**src/rtl/mult_pkg.sv**
```systemverilog
// Shared types and constants for the sequential signed multiplier.
package mult_pkg;

  localparam int DEFAULT_WIDTH = 8;

  typedef enum logic [1:0] {
    IDLE  = 2'd0,
    ADD   = 2'd1,
    SHIFT = 2'd2,
    DONE  = 2'd3
  } state_t;

endpackage

```
**src/rtl/add_sub_n.sv**
```systemverilog
// Combinational N-bit two's-complement adder/subtractor with an N+1-bit
// sign-extended result, so the sum of two N-bit signed values never overflows.
module add_sub_n #(
  parameter int N = 8
) (
  input  logic [N-1:0] A,
  input  logic [N-1:0] B,
  input  logic         fn,
  output logic [N:0]   Y
);

  logic [N:0] a_ext;
  logic [N:0] b_ext;

  assign a_ext = {A[N-1], A};
  assign b_ext = {B[N-1], B};

  // Any carry out of bit N is dropped by the N+1-bit result width.
  assign Y = fn ? (a_ext - b_ext) : (a_ext + b_ext);

endmodule

```
**src/rtl/signed_mult_seq.sv**
```systemverilog
// Sequential shift-and-add two's-complement multiplier: one ADD and one SHIFT
// cycle per multiplier bit, with a subtract on the final (sign-bit) iteration.
module signed_mult_seq
  import mult_pkg::*;
#(
  parameter int WIDTH = DEFAULT_WIDTH
) (
  input  logic                 Clk,
  input  logic                 Reset_n,
  input  logic                 Start,
  input  logic [WIDTH-1:0]     A_in,
  input  logic [WIDTH-1:0]     B_in,
  output logic                 Busy,
  output logic                 Done,
  output logic [2*WIDTH-1:0]   Prod,
  output logic                 X
);

  localparam logic [WIDTH-1:0] LAST_CNT = WIDTH'(WIDTH - 1);

  state_t           state_q, state_d;
  logic [WIDTH-1:0] areg_q, areg_d;
  logic [WIDTH-1:0] breg_q, breg_d;
  logic [WIDTH-1:0] mcand_q, mcand_d;
  logic [WIDTH-1:0] cnt_q, cnt_d;
  logic             x_q, x_d;
  logic             busy_q, busy_d;
  logic             done_q, done_d;

  logic [WIDTH:0]   sum;
  logic             last_iter;

  assign last_iter = (cnt_q == LAST_CNT);

  // The multiplier's sign bit carries negative weight, hence subtract on it.
  add_sub_n #(.N(WIDTH)) u_add_sub (
    .A  (areg_q),
    .B  (mcand_q),
    .fn (last_iter),
    .Y  (sum)
  );

  always_comb begin
    state_d = state_q;
    areg_d  = areg_q;
    breg_d  = breg_q;
    mcand_d = mcand_q;
    cnt_d   = cnt_q;
    x_d     = x_q;
    busy_d  = 1'b0;
    done_d  = 1'b0;
    case (state_q)
      IDLE: begin
        if (Start) begin
          breg_d  = B_in;
          mcand_d = A_in;
          areg_d  = '0;
          x_d     = 1'b0;
          cnt_d   = '0;
          busy_d  = 1'b1;
          state_d = ADD;
        end
      end
      ADD: begin
        if (breg_q[0]) begin
          {x_d, areg_d} = sum;
        end
        busy_d  = 1'b1;
        state_d = SHIFT;
      end
      SHIFT: begin
        // X is replicated into the vacated top bit and also keeps its value.
        areg_d = {x_q, areg_q[WIDTH-1:1]};
        breg_d = {areg_q[0], breg_q[WIDTH-1:1]};
        cnt_d  = cnt_q + WIDTH'(1);
        if (last_iter) begin
          done_d  = 1'b1;
          state_d = DONE;
        end else begin
          busy_d  = 1'b1;
          state_d = ADD;
        end
      end
      DONE: begin
        state_d = IDLE;
      end
      default: begin
        state_d = IDLE;
      end
    endcase
  end

  always_ff @(posedge Clk or negedge Reset_n) begin
    if (!Reset_n) begin
      state_q <= IDLE;
      areg_q  <= '0;
      breg_q  <= '0;
      mcand_q <= '0;
      cnt_q   <= '0;
      x_q     <= 1'b0;
      busy_q  <= 1'b0;
      done_q  <= 1'b0;
    end else begin
      state_q <= state_d;
      areg_q  <= areg_d;
      breg_q  <= breg_d;
      mcand_q <= mcand_d;
      cnt_q   <= cnt_d;
      x_q     <= x_d;
      busy_q  <= busy_d;
      done_q  <= done_d;
    end
  end

  assign Busy = busy_q;
  assign Done = done_q;
  assign Prod = {areg_q, breg_q};
  assign X    = x_q;

endmodule
```
**config.mk**
```make
export PLATFORM = sky130hd
export DESIGN_NAME = signed_mult_seq
export DESIGN_NICKNAME = d
export VERILOG_FILES = /design/src/rtl/mult_pkg.sv /design/src/rtl/add_sub_n.sv /design/src/rtl/signed_mult_seq.sv
export SDC_FILE = /design/constraint.sdc
export NUM_CORES = 1
export LEC_CHECK = 0
export ABC_AREA = 1
export BUFFER_PORTS_ARGS = -buffer_cell sky130_fd_sc_hd__buf_2
export CAP_MARGIN = 20
export CORE_MARGIN = 3
export CORE_UTILIZATION = 45
export CTS_CLUSTER_DIAMETER = 40
export CTS_CLUSTER_SIZE = 28
export DETAILED_ROUTE_END_ITERATION = 10
export GPL_TIMING_DRIVEN = 1
export PLACE_DENSITY = 0.72
export SYNTH_ARGS = -nofsm -noshare
export SYNTH_HDL_FRONTEND = slang
export SYNTH_SLANG_ARGS = --single-unit
```
**constraint.sdc**
```tcl
create_clock -name Clk -period 2.2 [get_ports Clk]
set_input_delay 0.33 -clock Clk [delete_from_list [all_inputs] [get_ports Clk]]
set_output_delay 0.33 -clock Clk [all_outputs]
set_load 0.01 [all_outputs]
```
==> results of run 1 <==
## where the power goes
| part | switching (mW) | internal (mW) |
|---|---|---|
| combinational | 0.0169 | 0.0110 |
| sequential | 0 | 0.680 |
| clock | 0.233 | 0.249 |
| total | 0.250 | 0.940 |
## timing repair
item	in CTS	in global routing
gates resized for setup	8	33
setup endpoints to repair	7	7
pin swaps	15	28
setup buffers	3	6
## layer usage
layer  track usage, %  wire length (um)  vias up
li1                 -                 -     1148
met1             24.3              2580     1073
met2             33.9              2950       48
met3             2.90               178        5
met4             5.34                44        0
met5                0                 0        -
## area by class of cell
class	instances	share of cell area, %
inverters	35	4.28
flip-flops and latches	37	30.2
well taps	67	2.73
repair buffers	77	16.4
clock buffers	7	2.81
multi-input cells	225	43.6
## through the flow
stage / instance area, um2 / instances / util (%) / worst slack [ps]
4_1_cts: 2930 / 443 / 60.3 / -11.3
3_3_place_gp: 2800 / 433 / 57.7 / -79.4
3_5_place_dp: 2800 / 433 / 57.7 / -89.5
5_1_grt: 3070 / 448 / 63.3 / -235
2_1_floorplan: 2330 / 305 / - / 0.239
6_report: 3070 / 448 / 63.3 / -134
## worst max-delay path, stage by stage, from the launching register on
cell	delay, ps
dfrtp_1	360
ha_2	210
nand3_2	90
nor2_4	210
nor2_2	60
xor2_1	150
ha_1	390
a21oi_2	190
nand2_2	120
nand2_2	100
nand3_1	70
nand3_1	90
nand2_1	70
nand2_1	60
nand2_1	40
## layout by cell type (no fill, tap or decap), types with 2 or more instances in the layout
cell      instances
ha_1             13
inv_2             7
inv_1            28
nor2_2            5
nand2_1          63
nand3_1          17
o21ai_1           3
nor2_1           32
nor3_1            5
nand4_1           2
a21oi_1          15
o21ai_2           2
nor3_2            2
xor2_1            7
dfrtp_1          37
nand2_2          12
a21oi_2           4
a31oi_1          10
buf_2            37
buf_4            35
nor2_4            2
nand3_2           7
clkbuf_8          6
buf_6             5
o21ai_0           6
o22ai_1           3
## registers in the layout (all words and copies together), names as in the netlist
signal	cells
state_q	2
Done	1
areg_q	8
Busy	1
X	1
mcand_q	8
breg_q	8
cnt_q	8
## path summary, 6_finish.rpt
path                       startpoint          to  slack (ps)  depth (start not counted)
setup / recovery             cnt_q[0]   areg_q[7]        -130                         14
hold / removal                Reset_n    cnt_q[5]         130                          1
setup reg to reg             cnt_q[0]   areg_q[7]        -130                         14
hold reg to reg             areg_q[3]   areg_q[3]         560                          2
max in group asynchronous     Reset_n   areg_q[3]        1550                          1
min in group Clk              A_in[6]  mcand_q[6]         270                          2
## cells by family after synthesis
logic type	synth area share (%)
adders and majority gates	8.40
muxes	0.484
buffers and inverters	7.53
AOI/OAI and AO/OA	11.4
and+or+nand+nor	28.6
DFF	39.8
xor gates and xnor gates	3.77
==> reports/summary.log, run 1 <==
[die] die outline area 6060 um2
[worst_setup_path] largest fanout of any net on the critical path 7
[yosys] Ys Warns 0
[yosys] average cell area after synthesis 7.62 um2
[global_route] vias in the first global route 2181
[final_layout] filler cell count in the final layout 423
[clock_tree] Clock Root Buffer clkbuf_8
[route] routed len/inst 12.8 um
[power_and_ir_drop] P_leak 1.61 nW
[timing] skew final 5.47 ps
[place] Port Buffers 37
[route] First-pass DRT Iterations 4
[timing] Slew Viols, Final 0
[timing] final period utilization 106%
[timing] final worst path period need 2330 ps
[power_and_ir_drop] Pwr per Cell Area 387 nW/um2
[clock_tree] clock latency on the worst-skew pair 290 ps
[worst_setup_path] element type at the critical path end flop
[yosys] Synth Flop Type dfrtp_1
[timing] Max-slew headroom 45.5%
[place] RD Place Congestion 0.845
[clock_tree] H-tree level count 2
[route] via/cell ratio 5.08
[die] Die X-Extent 77.9 um
[power_and_ir_drop] PnR Total Power 1.19 mW
[timing] final number of setup-violating endpoints 6
[die] number of ports placed on the die boundary 38
[power_and_ir_drop] Max IR drop VDD 0.000301 V
[clock_tree] count of hold buffers inserted by post-cts repair 0
[route] number of nets with antenna violations after detailed routing 0
[yosys] area share of the largest cell type after synthesis 39.8%
[yosys] number of enable-type register cells in the synthesized netlist 0
[worst_setup_path] startpoint-to-endpoint class of the critical path flop to flop
[yosys] number of flip-flops and latches in the synthesized netlist 37
[timing] transition time of the tightest slew-check pin 817 ps
[clock_tree] CTS Buffer Depth 2
[yosys] synth top area cells dfrtp_1 (40%), nand2_1 (12%), ha_1 (7.5%)
[worst_setup_path] worst endpoint required time 2380 ps
[die] Core Area 4850 um2
[global_route] global route overflow 0
[global_route] wire length of the first global-routing pass 9.43 mm
[run_status] violations in the final reports negative setup slack
[final_layout] Diodes inserted 0
[timing] Hold Vio Cnt, Final 0
[timing] final critical-path setup slack -134 ps
[global_route] initial antenna violation count 0
[die] vertical die dimension 77.9 um
[final_layout] Synth-to-Final Area Change 32.1%
[timing] hold slack 130 ps
[flow_run] count of maximum capacitance violations 0
[worst_setup_path] arrival time reported for the critical path endpoint 2510 ps
[final_layout] Multi-input gate area 1340 um2
[die] initial core utilization 47.9%
[final_layout] Total Nets Final 415
[final_layout] footprint of the flip-flops and latches 926 um2
[route] final routed wirelength across all metal layers 5.75 mm
[clock_tree] Num CTS Buffers 5
[yosys] most common cell in the netlist nand2_1
[route] count of routing violations after the opening detailed-route iteration 126
[timing] setup_tns -590 ps
[route] total number of vias 2274
[hold_path] kind of path behind the tightest hold check input pin to async pin
[clock_tree] count of clock tree sinks 37
[yosys] portion of the post-synthesis area used by sequential elements 39.8%
[clock_tree] clock tree from TritonCTS yes
[die] total number of placement rows 25
[clock_tree] clock edge transition at the registers on the reported setup and hold paths 70 ps
[yosys] Netlist Area Pre-Place 2320 um2
[timing] timing-limited maximum frequency 428 MHz
[global_route] pin count of the biggest net entering global routing 38
[yosys] commonest cells in the netlist nand2_1 (72), dfrtp_1 (37), nor2_1 (36)
[route] final routed DRC violation total 0
[place] detailed placer's ending HPWL 4.18 mm
[run_status] result of the run finished, violations left
[yosys] synthesized net count 339
[worst_setup_path] Startpoint Class flop
[yosys] proportion of register bits with asynchronous set or reset after synthesis 100%
[final_layout] share of final-layout standard cells stronger than drive strength 1 34.6%
[global_route] total track usage 19.2%
[timing] RSZ-0062 raised after global routing true
[yosys] number of instances in the synthesized netlist 305
[yosys] synth unique cells 34
[yosys] cell taking the most area after synthesis dfrtp_1
Power figures use the tool's default switching activity.
==> run 2, diff against run 1 <==
--- a/config.mk
+++ b/config.mk
@@ -18,3 +18,4 @@
 export SYNTH_ARGS = -nofsm -noshare
 export SYNTH_HDL_FRONTEND = slang
 export SYNTH_SLANG_ARGS = --single-unit
+export TNS_END_PERCENT = 1
==> run 2 against run 1 <==
Effect of this change: the flow still finishes with violations (negative setup slack); cell count fell by 0.45%; die area did not move; sequential share of layout area rose by 0.94 points; via count fell by 0.70%; largest power group unchanged.
==> reports/summary.log, run 2 (synthesis gave the netlist of run 1 again) <==
[run_status] result of the run finished, violations left
[run_status] violations in the final reports negative setup slack
[worst_setup_path] worst endpoint required time 2380 ps [about the same]
[final_layout] post-route cell area 2980 um2 [-3.0%]
[timing] final period utilization 104% [-1.6 points]
[timing] skew final 2.41 ps [-3.06 ps]
[route] via/cell ratio 5.06 [-0.26%]
[final_layout] Synth-to-Final Area Change 28.1%
[worst_setup_path] arrival time reported for the critical path endpoint 2480 ps [-30 ps]
[timing] final critical-path setup slack -97.8 ps [+36.1 ps]
[place] RD Place Congestion 0.845 [unchanged]
[power_and_ir_drop] P_leak 1.57 nW [-2.0%]
[timing] RSZ-0062 raised after global routing true
[global_route] total track usage 19.2% [unchanged]
[global_route] met3 Resource Use GR 2.90% [unchanged]
[die] total number of placement rows 25 [unchanged]
[die] number of ports placed on the die boundary 38 [unchanged]
[route] First-pass DRT Iterations 4 [unchanged]
[timing] Hold Vio Cnt, Final 0 [unchanged]
[final_layout] share of final-layout standard cells stronger than drive strength 1 29.6% [-5.1 points]
[worst_setup_path] element type at the critical path end flop
[route] routed len/inst 12.6 um [-1.5%]
[clock_tree] count of clock tree sinks 37 [unchanged]
[global_route] initial antenna violation count 0 [unchanged]
[clock_tree] Num CTS Buffers 5 [unchanged]
[die] vertical die dimension 77.9 um [unchanged]
[worst_setup_path] cell chain of the critical path ha_2, nand3_2, nor2_4, nor2_1, xor2_1, ha_1, a21oi_2, nand2_1, nand2_1, nand3_1, inv_1, nand3_1, nand3_1, nand2_1
[place] Placed Cells incl. Taps 433 [unchanged]
[worst_setup_path] largest fanout of any net on the critical path 7 [unchanged]
[global_route] wire length of the first global-routing pass 9.43 mm [unchanged]
[die] Die X-Extent 77.9 um [unchanged]
[global_route] routing usage on met1 24.3% [unchanged]
[global_route] global route overflow 0 [unchanged]
[clock_tree] Clock Root Buffer clkbuf_8
[route] number of nets with antenna violations after detailed routing 0 [unchanged]
[global_route] vias in the first global route 2181 [unchanged]
[clock_tree] H-tree level count 2 [unchanged]
[power_and_ir_drop] Pwr per Cell Area 399 nW/um2 [+3.0%]
[route] total number of vias 2258 [-0.70%]
[clock_tree] clock tree from TritonCTS yes
[clock_tree] clock edge transition at the registers on the reported setup and hold paths 70 ps [about the same]
[die] Core Area 4850 um2 [unchanged]
[global_route] pin count of the biggest net entering global routing 38 [unchanged]
[global_route] Top Usage Layer GRT met2
[global_route] met2 Track Usage GR 33.9% [unchanged]
[worst_setup_path] startpoint-to-endpoint class of the critical path flop to flop
[die] initial core utilization 47.9% [unchanged]
[hold_path] kind of path behind the tightest hold check input pin to async pin
[power_and_ir_drop] Max IR drop VDD 0.000302 V [+0.30%]
[final_layout] commonest cells after routing, fill and taps aside nand2_1 (69), dfrtp_1 (37), buf_2 (37), buf_4 (36), nor2_1 (35)
[worst_setup_path] longest individual stage delay on the worst path 380 ps [about the same]
[clock_tree] count of hold buffers inserted by post-cts repair 0 [unchanged]
[die] die outline area 6060 um2 [unchanged]
[route] count of routing violations after the opening detailed-route iteration 134 [+6.3%]
[timing] setup_tns -404 ps [+187 ps]
[timing] transition time of the tightest slew-check pin 813 ps [-4.52 ps]
[timing] Max-slew headroom 45.8% [+0.30 points]
[power_and_ir_drop] PnR Total Power 1.19 mW [about the same]
[timing] timing-limited maximum frequency 435 MHz [+1.6%]
[timing] final number of setup-violating endpoints 6 [unchanged]
[final_layout] Total Nets Final 413 [-0.48%]
[route] final routed wirelength across all metal layers 5.64 mm [-2.0%]
[clock_tree] clock latency on the worst-skew pair 290 ps [about the same]
[worst_setup_path] Startpoint Class flop
[timing] final worst path period need 2300 ps [-36.1 ps]
[final_layout] filler cell count in the final layout 437 [+3.3%]
[final_layout] most common cell after layout, fill and taps aside nand2_1
[timing] hold slack 130 ps [-0.112 ps]
[worst_setup_path] crit path max-delay cell type ha_1
[route] final routed DRC violation total 0 [unchanged]
[timing] Slew Viols, Final 0 [unchanged]
[final_layout] non-filler instance count after layout 446 [-0.45%]
[clock_tree] CTS Buffer Depth 2 [unchanged]
[final_layout] Diodes inserted 0 [unchanged]
[place] Port Buffers 37 [unchanged]
[place] placed inst area 2800 um2 [unchanged]
[place] detailed placer's ending HPWL 4.18 mm [unchanged]
[flow_run] count of maximum capacitance violations 0 [unchanged]
## run 2: changes by cell type in the layout (fill, tap and decap cells not counted), sizes merged
cell,before,now
buf,77,75
## run 2: routing by layer
layer | vias up | part of all wire, %
li1 | 1142 | -
met1 | 1056 | 44
met2 | 53 | 51
met3 | 7 | 4.2
met4 | 0 | 1.0
met5 | - | 0
## run 2: cell type report
type,count,area [um2],area share [%]
multi-input cells,225,1270,42.7
flip-flops and latches,37,926,31.1
repair buffers,75,478,16.1
inverters,35,131,4.41
clock buffers,7,86.3,2.90
well taps,67,83.8,2.82
## run 2: worst paths after layout
kind                             from    endpoint  slack (ps)  cells past startpoint
max                          cnt_q[0]           X        -100                     14
min                           Reset_n    cnt_q[5]         130                      1
max reg2reg                  cnt_q[0]           X        -100                     14
min reg2reg                state_q[1]  state_q[1]         560                      1
max in group asynchronous     Reset_n  mcand_q[5]        1560                      1
min in group Clk              A_in[6]  mcand_q[6]         270                      2
## run 2: per-stage QoR
stage                     setup slack, ps  util, %
after floorplan                     0.239        -
after detailed placement            -89.5     57.7
final                               -97.8     61.4
after global routing                 -231     61.4
after global placement              -79.4     57.7
after CTS                           -6.01     60.3
## run 2: what timing repair did
item | CTS | global route
buffers inserted | 3 | 3
resized for setup | 8 | 10
pin swaps | 12 | 8
setup endpoints to repair | 7 | 7
## run 2: critical path: cells and delay by family (launching register included)
family          cells  cell delay, ps
buf+inv             1              70
fa+ha+maj           2             600
xor+xnor            1             160
simple gates        9             810
compound gates      1             180
flops               1             360
## run 2: power breakdown
| part | leakage, nW | internal (mW) | total, mW | switching, mW |
|---|---|---|---|---|
| clock | 0.0443 | 0.249 | 0.480 | 0.232 |
| sequential | 0.433 | 0.680 | 0.680 | 0 |
| combinational | 1.10 | 0.0110 | 0.0279 | 0.0169 |
==> run 3, diff against run 2 <==
==> constraint.sdc (replaced) <==
create_clock -name Clk -period 2.08 [get_ports Clk]
set_input_delay 0.312 -clock Clk [delete_from_list [all_inputs] [get_ports Clk]]
set_output_delay 0.312 -clock Clk [all_outputs]
set_load 0.01 [all_outputs]
==> run 3 against run 2 <==
Effect of this change: the run still ends with negative setup slack left; wire length down 0.89%; cell area unchanged; first-iteration DRC count down 38%; cell count down 1.1%; total power up 5.6%; sequential share of layout area unchanged.
==> reports/summary.log, run 3 (synthesis gave the netlist of run 1 again) <==
[run_status] result of the run finished, violations left
[run_status] violations in the final reports negative setup slack
[worst_setup_path] r2r worst-path depth 14 [unchanged]
[worst_setup_path] cell chain of the critical path ha_4, nand3_2, nor2_4, nor2_1, xor2_1, ha_1, a21oi_2, nand2_2, nand3_1, nand3b_1, nand3_1, nand2_1, nand2_1, nand2_1
[flow_run] count of maximum capacitance violations 0 [unchanged]
[worst_setup_path] arrival time reported for the critical path endpoint 2370 ps [-110 ps]
[route] final routed DRC violation total 0 [unchanged]
[power_and_ir_drop] share of power burned in the clock network 40.3% [about the same]
[timing] Max-slew headroom 43.5% [-2.3 points]
[final_layout] final design utilization 61.4% [unchanged]
[die] die outline area 6060 um2 [unchanged]
[power_and_ir_drop] P_leak 1.56 nW [-1.1%]
[worst_setup_path] endpoint of the most critical setup path areg_q[5]
[timing] final worst path period need 2180 ps [-118 ps]
[hold_path] kind of path behind the tightest hold check input pin to async pin
[worst_setup_path] startpoint-to-endpoint class of the critical path flop to flop
[clock_tree] Num CTS Buffers 5 [unchanged]
[timing] RSZ-0062 raised after global routing true
[timing] Slew Viols, Final 0 [unchanged]
[timing] Hold Vio Cnt, Final 0 [unchanged]
[global_route] total track usage 19.0% [-0.22 points]
[global_route] vias in the first global route 2049 [-6.1%]
[final_layout] Total Nets Final 408 [-1.2%]
[route] total number of vias 2206 [-2.3%]
[die] Core Area 4850 um2 [unchanged]
[clock_tree] clock edge transition at the registers on the reported setup and hold paths 70 ps [about the same]
[global_route] wire length of the first global-routing pass 9.21 mm [-2.3%]
[final_layout] Diodes inserted 0 [unchanged]
[timing] transition time of the tightest slew-check pin 848 ps [+34.9 ps]
[power_and_ir_drop] switching pwr 0.261 mW [+5.1%]
[power_and_ir_drop] part of the power in combinational logic 2.4% [about the same]
[power_and_ir_drop] Max IR drop VDD 0.000365 V [+21%]
[route] via/cell ratio 5.00 [-1.2%]
[die] number of ports placed on the die boundary 38 [unchanged]
[route] count of routing violations after the opening detailed-route iteration 83 [-38%]
[clock_tree] CTS Buffer Depth 2 [unchanged]
[final_layout] commonest cells after routing, fill and taps aside nand2_1 (66), dfrtp_1 (37), buf_2 (37), nor2_1 (34), buf_4 (33)
[power_and_ir_drop] Power Internal 0.994 mW [+5.8%]
[worst_setup_path] Startpoint Class flop
[place] Port Buffers 37 [unchanged]
[worst_setup_path] destination of the worst register-to-register timing path areg_q[5]
[die] total number of placement rows 25 [unchanged]
[timing] skew final 5.25 ps [+2.84 ps]
[final_layout] share of final-layout standard cells stronger than drive strength 1 31.0% [+1.5 points]
[die] Die X-Extent 77.9 um [unchanged]
[clock_tree] H-tree level count 2 [unchanged]
[power_and_ir_drop] Pwr per Cell Area 421 nW/um2 [+5.6%]
[final_layout] most common cell after layout, fill and taps aside nand2_1
[worst_setup_path] CP Launch Point cnt_q[1]
[route] number of nets with antenna violations after detailed routing 0 [unchanged]
[worst_setup_path] worst endpoint required time 2270 ps [-110 ps]
[timing] final period utilization 105% [+0.35 points]
[timing] final critical-path setup slack -99.7 ps [-1.91 ps]
[timing] final number of setup-violating endpoints 5 [-1]
[final_layout] footprint of the flip-flops and latches 926 um2 [unchanged]
[route] routed len/inst 12.7 um [+0.24%]
[final_layout] filler cell count in the final layout 440 [+0.69%]
[global_route] global route overflow 0 [unchanged]
[clock_tree] Clock Root Buffer clkbuf_8
[final_layout] Multi-input gate area 1320 um2 [+3.5%]
[timing] timing-limited maximum frequency 459 MHz [+5.4%]
[worst_setup_path] Most Frequent Cell on Critical Path nand2_1
[die] initial core utilization 47.9% [unchanged]
[worst_setup_path] crit path max-delay cell type dfrtp_1
[worst_setup_path] reg2reg setup slack -100 ps [about the same]
[power_and_ir_drop] proportion of total power due to net switching 20.8% [-0.11 points]
[place] RD Place Congestion 0.874 [+3.5%]
[worst_setup_path] largest fanout of any net on the critical path 6 [-1]
[global_route] initial antenna violation count 0 [unchanged]
[place] detailed placer's ending HPWL 4.19 mm [+0.15%]
[route] final routed wirelength across all metal layers 5.59 mm [-0.89%]
[worst_setup_path] longest individual stage delay on the worst path 390 ps [about the same]
[global_route] pin count of the biggest net entering global routing 38 [unchanged]
[final_layout] post-route cell area 2980 um2 [unchanged]
[final_layout] Synth-to-Final Area Change 28.1% [unchanged]
[worst_setup_path] Critical R2R Launch cnt_q[1]
[clock_tree] count of clock tree sinks 37 [unchanged]
[die] vertical die dimension 77.9 um [unchanged]
[power_and_ir_drop] part of the power in registers 57.3% [about the same]
[route] First-pass DRT Iterations 4 [unchanged]
[worst_setup_path] element type at the critical path end flop
[clock_tree] clock latency on the worst-skew pair 290 ps [about the same]
[clock_tree] clock tree from TritonCTS yes
[place] placed inst area 2780 um2 [-0.45%]
## run 3: changes by cell type in the layout (fill, tap and decap cells not counted), sizes merged
cell / change
buf: -5
## run 3: metal layers
layer  up-vias  track usage (%)  wire, um
met5         -                0         0
met4         0             6.23        66
met3         8             3.13       160
met2        35             33.2      2810
met1      1033             23.7      2550
li1       1130                -         -
## run 3: how the worst min path moves through the flow
stage / slack [ps] / end / startpoint
after CTS: 150 / mcand_q[2] / Reset_n
after detailed placement: 470 / cnt_q[6] / Reset_n
after global placement: 460 / cnt_q[6] / Reset_n
after global routing: 190 / breg_q[7] / Reset_n
final: 130 / mcand_q[1] / Reset_n
after floorplan: 20 / Busy / Reset_n
## run 3: what timing repair did
action	4_1_cts	5_1_grt
setup endpoints to repair	7	8
hold endpoints to repair	0	0
pin swaps	5	10
buffers inserted	2	4
gates resized for setup	4	16
hold buffers	0	0
## run 3: final cells by class
class	instances	share of cell area [%]
clock buffers	7	2.90
inverters	35	4.41
multi-input cells	225	44.2
flip-flops and latches	37	31.1
well taps	67	2.82
repair buffers	70	14.5
## run 3: power by group through the flow
stage	logic [mW]	clock network (mW)	registers, mW
global placement	0.0311	0	0.733
finish	0.0302	0.506	0.719
CTS	0.0317	0.526	0.719
global route	0.0351	0.555	0.719
detailed placement	0.0316	0	0.733
floorplan	0.0000979	0	0.733
## run 3: per-stage QoR
step / instances / power [mW] / worst slack, ps / TNS [ps] / hold slack (ps)
final: 441 / 1.26 / -99.7 / -390 / 131
after global routing: 441 / 1.31 / -255 / -1380 / 190
after CTS: 437 / 1.28 / -123 / -730 / 150
after detailed placement: 428 / 0.765 / -141 / -802 / 466
after global placement: 428 / 0.764 / -107 / -471 / 460
after floorplan: 305 / 0.733 / -17.9 / -36.2 / 16.4
## run 3: worst max-delay path: cells and delay by family (launching register included)
family / cells / cell delay, ps
AO/OA/AOI/OAI: 1 / 180
XOR/XNOR: 1 / 140
flip-flops: 1 / 390
adder cells (fa/ha/maj): 2 / 530
AND/OR/NAND/NOR: 10 / 830
